[src/rtl/alu_pkg.sv]
// Shared opcode/funct constants, decoded-op and multiplier-state enums, and the decode function.
// Pure declarations; no latency or flow control lives here.
package alu_pkg;

    localparam logic [1:0] ALUOP_ADD = 2'b00;
    localparam logic [1:0] ALUOP_SUB = 2'b01;

    localparam logic [5:0] FN_ADD   = 6'b100000;
    localparam logic [5:0] FN_ADDU  = 6'b100001;
    localparam logic [5:0] FN_SUB   = 6'b100010;
    localparam logic [5:0] FN_SUBU  = 6'b100011;
    localparam logic [5:0] FN_AND   = 6'b100100;
    localparam logic [5:0] FN_OR    = 6'b100101;
    localparam logic [5:0] FN_XOR   = 6'b100110;
    localparam logic [5:0] FN_NOR   = 6'b100111;
    localparam logic [5:0] FN_SLT   = 6'b101010;
    localparam logic [5:0] FN_SLTU  = 6'b101011;
    localparam logic [5:0] FN_SLL   = 6'b000000;
    localparam logic [5:0] FN_SRL   = 6'b000010;
    localparam logic [5:0] FN_SRA   = 6'b000011;
    localparam logic [5:0] FN_SLLV  = 6'b000100;
    localparam logic [5:0] FN_SRLV  = 6'b000110;
    localparam logic [5:0] FN_SRAV  = 6'b000111;
    localparam logic [5:0] FN_MFHI  = 6'b010000;
    localparam logic [5:0] FN_MFLO  = 6'b010010;
    localparam logic [5:0] FN_MULT  = 6'b011000;
    localparam logic [5:0] FN_MULTU = 6'b011001;

    typedef enum logic [1:0] {
        ST_IDLE,
        ST_MUL,
        ST_FIX
    } mul_state_e;

    typedef enum logic [4:0] {
        OP_ADD, OP_SUB, OP_AND, OP_OR, OP_XOR, OP_NOR,
        OP_SLT, OP_SLTU,
        OP_SLL, OP_SRL, OP_SRA, OP_SLLV, OP_SRLV, OP_SRAV,
        OP_MFHI, OP_MFLO, OP_MULT, OP_MULTU,
        OP_ILL
    } alu_op_e;

    function automatic alu_op_e alu_decode(input logic [1:0] alu_op, input logic [5:0] fn);
        alu_op_e op;
        op = OP_ILL;
        if (alu_op == ALUOP_ADD) begin
            op = OP_ADD;
        end else if (alu_op == ALUOP_SUB) begin
            op = OP_SUB;
        end else begin
            case (fn)
                FN_ADD, FN_ADDU: op = OP_ADD;
                FN_SUB, FN_SUBU: op = OP_SUB;
                FN_AND:          op = OP_AND;
                FN_OR:           op = OP_OR;
                FN_XOR:          op = OP_XOR;
                FN_NOR:          op = OP_NOR;
                FN_SLT:          op = OP_SLT;
                FN_SLTU:         op = OP_SLTU;
                FN_SLL:          op = OP_SLL;
                FN_SRL:          op = OP_SRL;
                FN_SRA:          op = OP_SRA;
                FN_SLLV:         op = OP_SLLV;
                FN_SRLV:         op = OP_SRLV;
                FN_SRAV:         op = OP_SRAV;
                FN_MFHI:         op = OP_MFHI;
                FN_MFLO:         op = OP_MFLO;
                FN_MULT:         op = OP_MULT;
                FN_MULTU:        op = OP_MULTU;
                default:         op = OP_ILL;
            endcase
        end
        return op;
    endfunction

endpackage

[src/rtl/alu_exec_unit_if.sv]
// Operation request and registered-response bundle between the datapath control and the ALU.
// master drives the request fields; slave (the ALU) drives the results and status pulses.
interface alu_exec_unit_if #(parameter int WIDTH = 32);
    localparam int SH_W = $clog2(WIDTH);

    logic [1:0]       alu_op;
    logic [5:0]       fn_field;
    logic [SH_W-1:0]  shamt;
    logic             start;
    logic [WIDTH-1:0] a;
    logic [WIDTH-1:0] b;
    logic [WIDTH-1:0] result;
    logic             zero;
    logic             busy;
    logic             done;
    logic             illegal;
    logic [WIDTH-1:0] hi;
    logic [WIDTH-1:0] lo;

    modport master (
        output alu_op, fn_field, shamt, start, a, b,
        input  result, zero, busy, done, illegal, hi, lo
    );

    modport slave (
        input  alu_op, fn_field, shamt, start, a, b,
        output result, zero, busy, done, illegal, hi, lo
    );
endinterface

[src/rtl/alu_mul_iter.sv]
// Shift-add multiplier on magnitudes with sign fix-up; WIDTH iterations then one FIX cycle (done_o).
// start_i is honoured in IDLE and FIX only; busy_o covers the iteration cycles.
module alu_mul_iter
    import alu_pkg::*;
#(
    parameter int WIDTH = 32
) (
    input  logic                 clk_i,
    input  logic                 rst_i,
    input  logic                 start_i,
    input  logic                 signed_i,
    input  logic [WIDTH-1:0]     a_i,
    input  logic [WIDTH-1:0]     b_i,
    output logic                 busy_o,
    output logic                 done_o,
    output logic [2*WIDTH-1:0]   product_o
);
    localparam int CNT_W = $clog2(WIDTH);

    mul_state_e           state_q, state_d;
    logic [2*WIDTH-1:0]   mcand_q, mcand_d;
    logic [2*WIDTH-1:0]   acc_q, acc_d;
    logic [WIDTH-1:0]     mplier_q, mplier_d;
    logic [CNT_W-1:0]     cnt_q, cnt_d;
    logic                 neg_q, neg_d;
    logic [WIDTH-1:0]     a_mag, b_mag;

    assign a_mag = (signed_i && a_i[WIDTH-1]) ? -a_i : a_i;
    assign b_mag = (signed_i && b_i[WIDTH-1]) ? -b_i : b_i;

    always_comb begin
        state_d  = state_q;
        mcand_d  = mcand_q;
        acc_d    = acc_q;
        mplier_d = mplier_q;
        cnt_d    = cnt_q;
        neg_d    = neg_q;
        case (state_q)
            ST_IDLE, ST_FIX: begin
                if (state_q == ST_FIX) begin
                    state_d = ST_IDLE;
                end
                if (start_i) begin
                    state_d  = ST_MUL;
                    mcand_d  = {{WIDTH{1'b0}}, a_mag};
                    mplier_d = b_mag;
                    acc_d    = '0;
                    neg_d    = signed_i && (a_i[WIDTH-1] ^ b_i[WIDTH-1]);
                    cnt_d    = CNT_W'(WIDTH - 1);
                end
            end
            ST_MUL: begin
                if (mplier_q[0]) begin
                    acc_d = acc_q + mcand_q;
                end
                mcand_d  = mcand_q << 1;
                mplier_d = mplier_q >> 1;
                if (cnt_q == '0) begin
                    state_d = ST_FIX;
                end else begin
                    cnt_d = cnt_q - 1'b1;
                end
            end
            default: state_d = ST_IDLE;
        endcase
    end

    always_ff @(posedge clk_i) begin
        if (rst_i) begin
            state_q  <= ST_IDLE;
            mcand_q  <= '0;
            acc_q    <= '0;
            mplier_q <= '0;
            cnt_q    <= '0;
            neg_q    <= 1'b0;
        end else begin
            state_q  <= state_d;
            mcand_q  <= mcand_d;
            acc_q    <= acc_d;
            mplier_q <= mplier_d;
            cnt_q    <= cnt_d;
            neg_q    <= neg_d;
        end
    end

    // acc_q is only reloaded at the end of FIX, so the fixed-up product stays valid all through FIX.
    assign busy_o    = (state_q == ST_MUL);
    assign done_o    = (state_q == ST_FIX);
    assign product_o = neg_q ? -acc_q : acc_q;

endmodule

[src/rtl/alu_exec_unit.sv]
// Decode + execute with registered result/zero and HI/LO; single-cycle ops respond one edge after start.
// Multiplies respond WIDTH+1 cycles after start; start is dropped while busy, no queueing.
module alu_exec_unit
    import alu_pkg::*;
#(
    parameter int WIDTH = 32
) (
    input  logic             clk,
    input  logic             reset,
    alu_exec_unit_if.slave   io
);
    localparam int SH_W = $clog2(WIDTH);

    alu_op_e            op;
    logic               accept, mul_start, mul_signed, mul_busy, mul_done;
    logic [2*WIDTH-1:0] mul_prod;
    logic [WIDTH-1:0]   prod_hi, prod_lo;
    logic [SH_W-1:0]    var_sh;
    logic [WIDTH-1:0]   alu_res;

    logic [WIDTH-1:0]   result_q, result_d;
    logic               zero_q, zero_d;
    logic               done_q, done_d;
    logic               ill_q, ill_d;
    logic [WIDTH-1:0]   hi_q, hi_d;
    logic [WIDTH-1:0]   lo_q, lo_d;

    assign op         = alu_decode(io.alu_op, io.fn_field);
    assign accept     = io.start && !mul_busy;
    assign mul_start  = accept && ((op == OP_MULT) || (op == OP_MULTU));
    assign mul_signed = (op == OP_MULT);
    assign var_sh     = io.a[SH_W-1:0];
    assign prod_hi    = mul_prod[2*WIDTH-1:WIDTH];
    assign prod_lo    = mul_prod[WIDTH-1:0];

    alu_mul_iter #(.WIDTH(WIDTH)) u_mul (
        .clk_i     (clk),
        .rst_i     (reset),
        .start_i   (mul_start),
        .signed_i  (mul_signed),
        .a_i       (io.a),
        .b_i       (io.b),
        .busy_o    (mul_busy),
        .done_o    (mul_done),
        .product_o (mul_prod)
    );

    always_comb begin
        alu_res = '0;
        case (op)
            OP_ADD:   alu_res = io.a + io.b;
            OP_SUB:   alu_res = io.a - io.b;
            OP_AND:   alu_res = io.a & io.b;
            OP_OR:    alu_res = io.a | io.b;
            OP_XOR:   alu_res = io.a ^ io.b;
            OP_NOR:   alu_res = ~(io.a | io.b);
            OP_SLT:   alu_res = WIDTH'($signed(io.a) < $signed(io.b));
            OP_SLTU:  alu_res = WIDTH'(io.a < io.b);
            OP_SLL:   alu_res = io.b << io.shamt;
            OP_SRL:   alu_res = io.b >> io.shamt;
            OP_SRA:   alu_res = $signed(io.b) >>> io.shamt;
            OP_SLLV:  alu_res = io.b << var_sh;
            OP_SRLV:  alu_res = io.b >> var_sh;
            OP_SRAV:  alu_res = $signed(io.b) >>> var_sh;
            OP_MFHI:  alu_res = hi_q;
            OP_MFLO:  alu_res = lo_q;
            default:  alu_res = '0;
        endcase
    end

    // HI/LO commit at the end of the FIX cycle, so an mfhi/mflo accepted in that cycle still sees the old pair.
    always_comb begin
        result_d = result_q;
        zero_d   = zero_q;
        done_d   = 1'b0;
        ill_d    = 1'b0;
        hi_d     = hi_q;
        lo_d     = lo_q;
        if (mul_done) begin
            hi_d     = prod_hi;
            lo_d     = prod_lo;
            result_d = prod_lo;
            zero_d   = (prod_lo == '0);
        end
        if (accept && !mul_start) begin
            result_d = alu_res;
            zero_d   = (alu_res == '0);
            done_d   = 1'b1;
            ill_d    = (op == OP_ILL);
        end
    end

    always_ff @(posedge clk) begin
        if (reset) begin
            result_q <= '0;
            zero_q   <= 1'b1;
            done_q   <= 1'b0;
            ill_q    <= 1'b0;
            hi_q     <= '0;
            lo_q     <= '0;
        end else begin
            result_q <= result_d;
            zero_q   <= zero_d;
            done_q   <= done_d;
            ill_q    <= ill_d;
            hi_q     <= hi_d;
            lo_q     <= lo_d;
        end
    end

    // During FIX the visible outputs already carry the product; the registers catch up on the next edge.
    assign io.result  = mul_done ? prod_lo : result_q;
    assign io.zero    = mul_done ? (prod_lo == '0) : zero_q;
    assign io.hi      = mul_done ? prod_hi : hi_q;
    assign io.lo      = mul_done ? prod_lo : lo_q;
    assign io.done    = done_q | mul_done;
    assign io.illegal = ill_q;
    assign io.busy    = mul_busy;

endmodule

[src/flat_wrapper.sv]
// flat-port wrapper written by rule: the top's interface ports become plain ports
module alu_exec_unit_flat import alu_pkg::*;
#(
    parameter int WIDTH = 32
)
  (clk, reset, io_alu_op, io_fn_field, io_shamt, io_start, io_a, io_b, io_result, io_zero, io_busy, io_done, io_illegal, io_hi, io_lo);
  alu_exec_unit_if #(.WIDTH(WIDTH)) io_i ();
  input  logic clk;
  input  logic reset;
  input wire logic [$bits(io_i.alu_op)-1:0] io_alu_op;
  input wire logic [$bits(io_i.fn_field)-1:0] io_fn_field;
  input wire logic [$bits(io_i.shamt)-1:0] io_shamt;
  input wire logic [$bits(io_i.start)-1:0] io_start;
  input wire logic [$bits(io_i.a)-1:0] io_a;
  input wire logic [$bits(io_i.b)-1:0] io_b;
  output wire logic [$bits(io_i.result)-1:0] io_result;
  output wire logic [$bits(io_i.zero)-1:0] io_zero;
  output wire logic [$bits(io_i.busy)-1:0] io_busy;
  output wire logic [$bits(io_i.done)-1:0] io_done;
  output wire logic [$bits(io_i.illegal)-1:0] io_illegal;
  output wire logic [$bits(io_i.hi)-1:0] io_hi;
  output wire logic [$bits(io_i.lo)-1:0] io_lo;
  assign io_i.alu_op = io_alu_op;
  assign io_i.fn_field = io_fn_field;
  assign io_i.shamt = io_shamt;
  assign io_i.start = io_start;
  assign io_i.a = io_a;
  assign io_i.b = io_b;
  assign io_result = io_i.result;
  assign io_zero = io_i.zero;
  assign io_busy = io_i.busy;
  assign io_done = io_i.done;
  assign io_illegal = io_i.illegal;
  assign io_hi = io_i.hi;
  assign io_lo = io_i.lo;
  alu_exec_unit #(.WIDTH(WIDTH)) u_core (.clk(clk), .reset(reset), .io(io_i));
endmodule
[config.mk]
export PLATFORM = sky130hd
export DESIGN_NAME = alu_exec_unit_flat
export DESIGN_NICKNAME = d
export VERILOG_FILES = /design/src/rtl/alu_pkg.sv /design/src/rtl/alu_exec_unit_if.sv /design/src/rtl/alu_mul_iter.sv /design/src/rtl/alu_exec_unit.sv /design/src/flat_wrapper.sv
export SDC_FILE = /design/constraint.sdc
export NUM_CORES = 2
export LEC_CHECK = 0
export BUFFER_PORTS_ARGS = -buffer_cell sky130_fd_sc_hd__buf_4
export CAP_MARGIN = 20
export CORE_ASPECT_RATIO = 1.4
export CORE_MARGIN = 2
export CORE_UTILIZATION = 60
export CTS_BUF_LIST = sky130_fd_sc_hd__clkbuf_16
export CTS_CLUSTER_DIAMETER = 50
export CTS_CLUSTER_SIZE = 8
export DETAILED_ROUTE_END_ITERATION = 8
export PLACE_DENSITY = 0.88
export SLEW_MARGIN = 20
export SYNTH_ARGS = -nofsm -noshare
export SYNTH_HDL_FRONTEND = slang
export SYNTH_HIERARCHICAL = 1
export SYNTH_SLANG_ARGS = --single-unit
[constraint.sdc]
create_clock -name clk -period 9.4 [get_ports clk]
set_clock_uncertainty 0.1 [all_clocks]
set_input_delay 1.88 -clock clk [delete_from_list [all_inputs] [get_ports clk]]
set_output_delay 1.88 -clock clk [all_outputs]
set_load 0.01 [all_outputs]
==> flow_summary.toml, run 1 <==
[run_status]
outcome = "aborted with a tool error"
outcome.stop_stage = "5_1_grt"
error_line = "[ERROR GRT-0116] Global routing finished with congestion. Check the congestion regions in the DRC Viewer."

[placed_design]
place_area_sq_mm = 0.0317
hpwl_mm = 124
port_buffers = 179
gp_congestion = 1.28

[cts]
ctsRootBufferMaster = "clkbuf_16"
cts_resized = 0
cts_inserted_buffers = 39
cts_hold_buf = 0
cts_setup_buffers = 0
cts.sinks = 267
htreeDepth = 2
cts-root-to-sink-buffers = 3

[global_routing]
grt.total_usage_pct = 74.3
grt_max_degree = 125
grt_pass1_vias = 39700
grt_pass1_wl_mm = 289
gr-total-overflow = 229

[synthesis]
synth-seq-cells = 267
synth_ff_type = "dfxtp_1"
yosys.area.top_type = "dfxtp_1"
synth_top_area_share_pct = 17.8
yosys-top-cells-area = "dfxtp_1 18%, ha_1 7.0%, nand2_1 6.4%"
syn_inst = 4251
synth_cell_types = 111
synth_area_per_cell_sq_um = 7.07
synth_async_sr_flop_share_pct = 0
synth.net_count = 4502
yosysWarnings = 6
netlist_area_sq_mm = 0.0301
ys_seq_area_share_pct = 17.8
synth-edff-count = 0

[floorplanning]
rows = 97
fp.dieW_microns = 193
initial_core_util_pct = 60.4
die_h_microns = 269
num_io_pins = 180
[layer usage]
layer  overflow  track usage [%]
met5          0             23.0
met4        113             75.3
met3          1             58.8
met2        113             92.2
met1          2             72.9
[cell families after synthesis]
| group | share of synthesized area [%] |
|---|---|
| simple gates | 23.6 |
| mux | 7.17 |
| xor+xnor | 6.06 |
| buf+inv | 6.15 |
| compound gates | 32.1 |
| fa+ha+maj | 7.19 |
| flops | 17.8 |
[Yosys cell counts (26+ instances only)]
| library cell | n |
|---|---|
| o21bai_1 | 26 |
| o31ai_1 | 38 |
| xor2_1 | 63 |
| a22oi_1 | 150 |
| nand4_1 | 39 |
| nor2_1 | 394 |
| dfxtp_1 | 267 |
| nand2_1 | 512 |
| nor4_1 | 36 |
| and2_1 | 106 |
| a221oi_1 | 30 |
| mux2i_1 | 107 |
| nor3_1 | 96 |
| inv_1 | 185 |
| nand2b_1 | 51 |
| a211o_1 | 26 |
| o21ai_0 | 292 |
| a31oi_1 | 38 |
| a211oi_1 | 97 |
| a21oi_1 | 322 |
| o22ai_1 | 57 |
| buf_1 | 34 |
| clkbuf_1 | 205 |
| ha_1 | 168 |
| buf_2 | 40 |
| xnor2_1 | 145 |
| mux2_2 | 67 |
| nand3_1 | 99 |
| a21o_1 | 53 |
| o211ai_1 | 64 |
| nor2b_1 | 27 |
[stage by stage]
| step | std cells | setup slack (ns) | utilization, % | hold slack [ns] |
|---|---|---|---|---|
| 4_1_cts | 4895 | 2.37 | 65.7 | 0.376 |
| 3_5_place_dp | 4853 | 1.84 | 63.6 | 0.368 |
| 3_3_place_gp | 4853 | 1.82 | 63.6 | 0.357 |
| 2_1_floorplan | 4251 | 3.22 | - | 0.345 |
==> run 2, diff against run 1 <==
Settings changed: CORE_ASPECT_RATIO 1.4 to unset, CORE_UTILIZATION 60 to 40, CTS_BUF_LIST sky130_fd_sc_hd__clkbuf_16 to unset, CTS_CLUSTER_DIAMETER 50 to unset, CTS_CLUSTER_SIZE 8 to unset, PLACE_DENSITY 0.88 to unset, PLACE_DENSITY_LB_ADDON set to 0.15.
==> run 2 against run 1 <==
- synthesized cell count unchanged
- the flow now finishes without violations
- area after synthesis unchanged
==> flow_summary.toml, run 2 <==
[run_status]
outcome = "finished clean"

[cts]
cts_tree = "done"
cts_hold_buf = 0
cts_setup_buffers = 0
insertion_delay_ns = 0.63
htreeDepth = 1
ctsRootBufferMaster = "clkbuf_16"
cts.sinks = 267
cts_inserted_buffers = 31
clk_pin_slew_ns = 0.07
cts_resized = 0
cts-root-to-sink-buffers = 3

[final_layout]
multi_input_area_sq_mm = 0.0230
final_area_sq_mm = 0.0333
fillers = 7778
drive_gt1_share_pct = 11.2
seq_area_sq_mm = 0.00535
layout_commonest_cell = "nand2_1"
reg.largest.list = "u_core/u_mul/acc_q x64, u_core/u_mul/mcand_q x64"
final_cell_mix = "512 x nand2_1, 388 x nor2_1, 321 x a21oi_1"
synthToLayoutAreaGrowth_pct = 10.7
final_net_count = 4507

[drt]
drt-total-wl_mm = 174
dr.pass1.iters = 7
remaining_drc_errors = 0
vias = 35400
drt-initial-drc-count = 4770
ant_nets = 0
post_drt_wl_per_cell_microns = 33.1
vias_per_cell = 6.74

[placed_design]
gp_congestion = 1.11
hpwl_mm = 137
place_area_sq_mm = 0.0322
post-place-ws_ns = 1.81
port_buffers = 179

[critical_path]
worstPathCellList = "buf_4 > ha_1 > mux2_2 > a2bb2oi_2 > o211a_4 > buf_4 > a21boi_0 > nor2_1 > a31oi_1 > a221o_1 > a2111o_1 > a2111oi_2 > nor2b_1 > nand4_1 > nor3_2 > nand4_1 > o21ai_1"
slowest_stage = "nor2_1"
cp.required_ns = 9.87
worstSetupStartpointType = "primary input"
cp_top_family = "compound AO/OA/AOI/OAI gates"
max_stage_delay_ns = 0.71
cp_num_cells = 17
critical_path_class = "in2reg"
rr_worst_depth = 13
crit_buf_inv = 2
crit_fanout = 34
cp.arrival_ns = 7.55
worstSetupEndpointType = "flip-flop"

[synthesis]
synth_most_common_cell = "nand2_1"
synth.net_count = 4502
synth_top_area_share_pct = 17.8
synth_commonest_cells = "512 x nand2_1, 394 x nor2_1, 322 x a21oi_1"
synth-seq-cells = 267
synth_cell_types = 111
netlist_area_sq_mm = 0.0301
yosys.area.top_type = "dfxtp_1"
ys_seq_area_share_pct = 17.8
synth-edff-count = 0
syn_inst = 4251
synth_area_per_cell_sq_um = 7.07
yosys-top-cells-area = "dfxtp_1 18%, ha_1 7.0%, nand2_1 6.4%"
synth_async_sr_flop_share_pct = 0
yosysWarnings = 6
synth_ff_type = "dfxtp_1"

[power_and_ir_drop]
seqPwrFrac_pct = 31.4
switchingPower_uw = 1440
powerDensity_mw_per_mm2 = 111
p_int_uw = 2260
combPwrFrac_pct = 33.3
peakVddDrop_mv = 0.139
total_power_uw = 3700
p_leak_uw = 0.0133
p_clk_share_pct = 35.3
p_sw_share_pct = 38.8

[timing]
timing.hold.ws_ns = 0.374
rsz0062_at_grt = "false"
setup_viol = 0
worst_pin_slew_ns = 1.38
worst_slack_ns = 2.32
hold_viol_final = 0
min_period_ns = 7.08
fmax_mhz = 141
min_period_over_period_pct = 75.3
drv_slew = 0
fin_setup_tns_ns = 0
relSlewSlack_pct = 7.17

[run]
max-cap-violations = 0

[global_routing]
antenna_found_initial = 8
grt.total_usage_pct = 42.8
grt_max_degree = 110
grt_pass1_wl_mm = 242
grt_pass1_vias = 32000
gr-total-overflow = 0

[floorplanning]
fp.dieW_microns = 278
die_area_sq_mm = 0.0774
die_h_microns = 278
coreArea_sq_mm = 0.0744
initial_core_util_pct = 40.4
num_io_pins = 180
rows = 100

[worst_hold_path]
worstHoldPathCells = 2
hp-class = "reg2reg"
run 2: cell counts after synthesis:
No cell type changed its count.
run 2: worst register-to-register path, delay by kind of cell, from the launching register on:
family | cells | cell delay (ns)
and+or+nand+nor | 9 | 2.79
AOI/OAI and AO/OA | 3 | 0.63
DFF | 1 | 0.45
xor gates and xnor gates | 1 | 0.22
run 2: through the flow:
step / utilization, % / cells
floorplan: - / 4251
global placement: 43.2 / 5192
detailed placement: 43.2 / 5192
CTS: 44.7 / 5250
global route: 44.7 / 5252
finish: 44.7 / 5254
run 2: layout make-up:
type | count | area share [%]
antenna | 4 | 0.0301
clock buffer | 40 | 2.67
clock inverter | 18 | 0.587
inverter | 188 | 2.12
multi-input combinational | 3512 | 69.0
sequential | 267 | 16.1
tap | 969 | 3.64
timing repair buffer | 256 | 5.86
run 2: path summary, 6_finish.rpt:
| check | from | slack (ns) | end |
|---|---|---|---|
| worst min register to register | u_core/u_mul/mplier_q[0] | 0.37 | u_core/u_mul/mplier_q[0] |
| worst max-delay path | io_fn_field[0] | 2.32 | u_core/zero_q |
| worst min-delay path | u_core/u_mul/mplier_q[0] | 0.37 | u_core/u_mul/mplier_q[0] |
| worst max register to register | u_core/u_mul/acc_q[2] | 5.18 | u_core/zero_q |
run 2: routing by layer:
metal | track usage (%) | routed length (microns) | up-vias
li1 | - | - | 15700
met5 | 0 | 12 | -
met4 | 31.1 | 14900 | 2
met2 | 66.2 | 75200 | 2107
met1 | 53.8 | 68300 | 17100
met3 | 7.15 | 15300 | 527
run 2: power by group through the flow:
stage | Clock (uW) | Sequential, uW | Combinational (uW)
after global placement | 0 | 1180 | 1180
after detailed placement | 0 | 1190 | 1160
final | 1310 | 1160 | 1230
after floorplan | 0 | 1180 | 660
after global routing | 1360 | 1160 | 1260
after CTS | 1320 | 1160 | 1170
run 2: logic make-up (layout without fill, tap and decap cells):
| group | after synthesis | after routing | synth area share (%) |
|---|---|---|---|
| compound gates | 1442 | 1442 | 32.1 |
| xor+xnor | 208 | 208 | 6.06 |
| fa+ha+maj | 171 | 171 | 7.19 |
| buf+inv | 472 | 502 | 6.15 |
| flops | 267 | 267 | 17.8 |
| mux | 189 | 189 | 7.17 |
| other cells | 0 | 4 | 0 |
| simple gates | 1502 | 1502 | 23.6 |
Power figures use the tool's default switching activity.
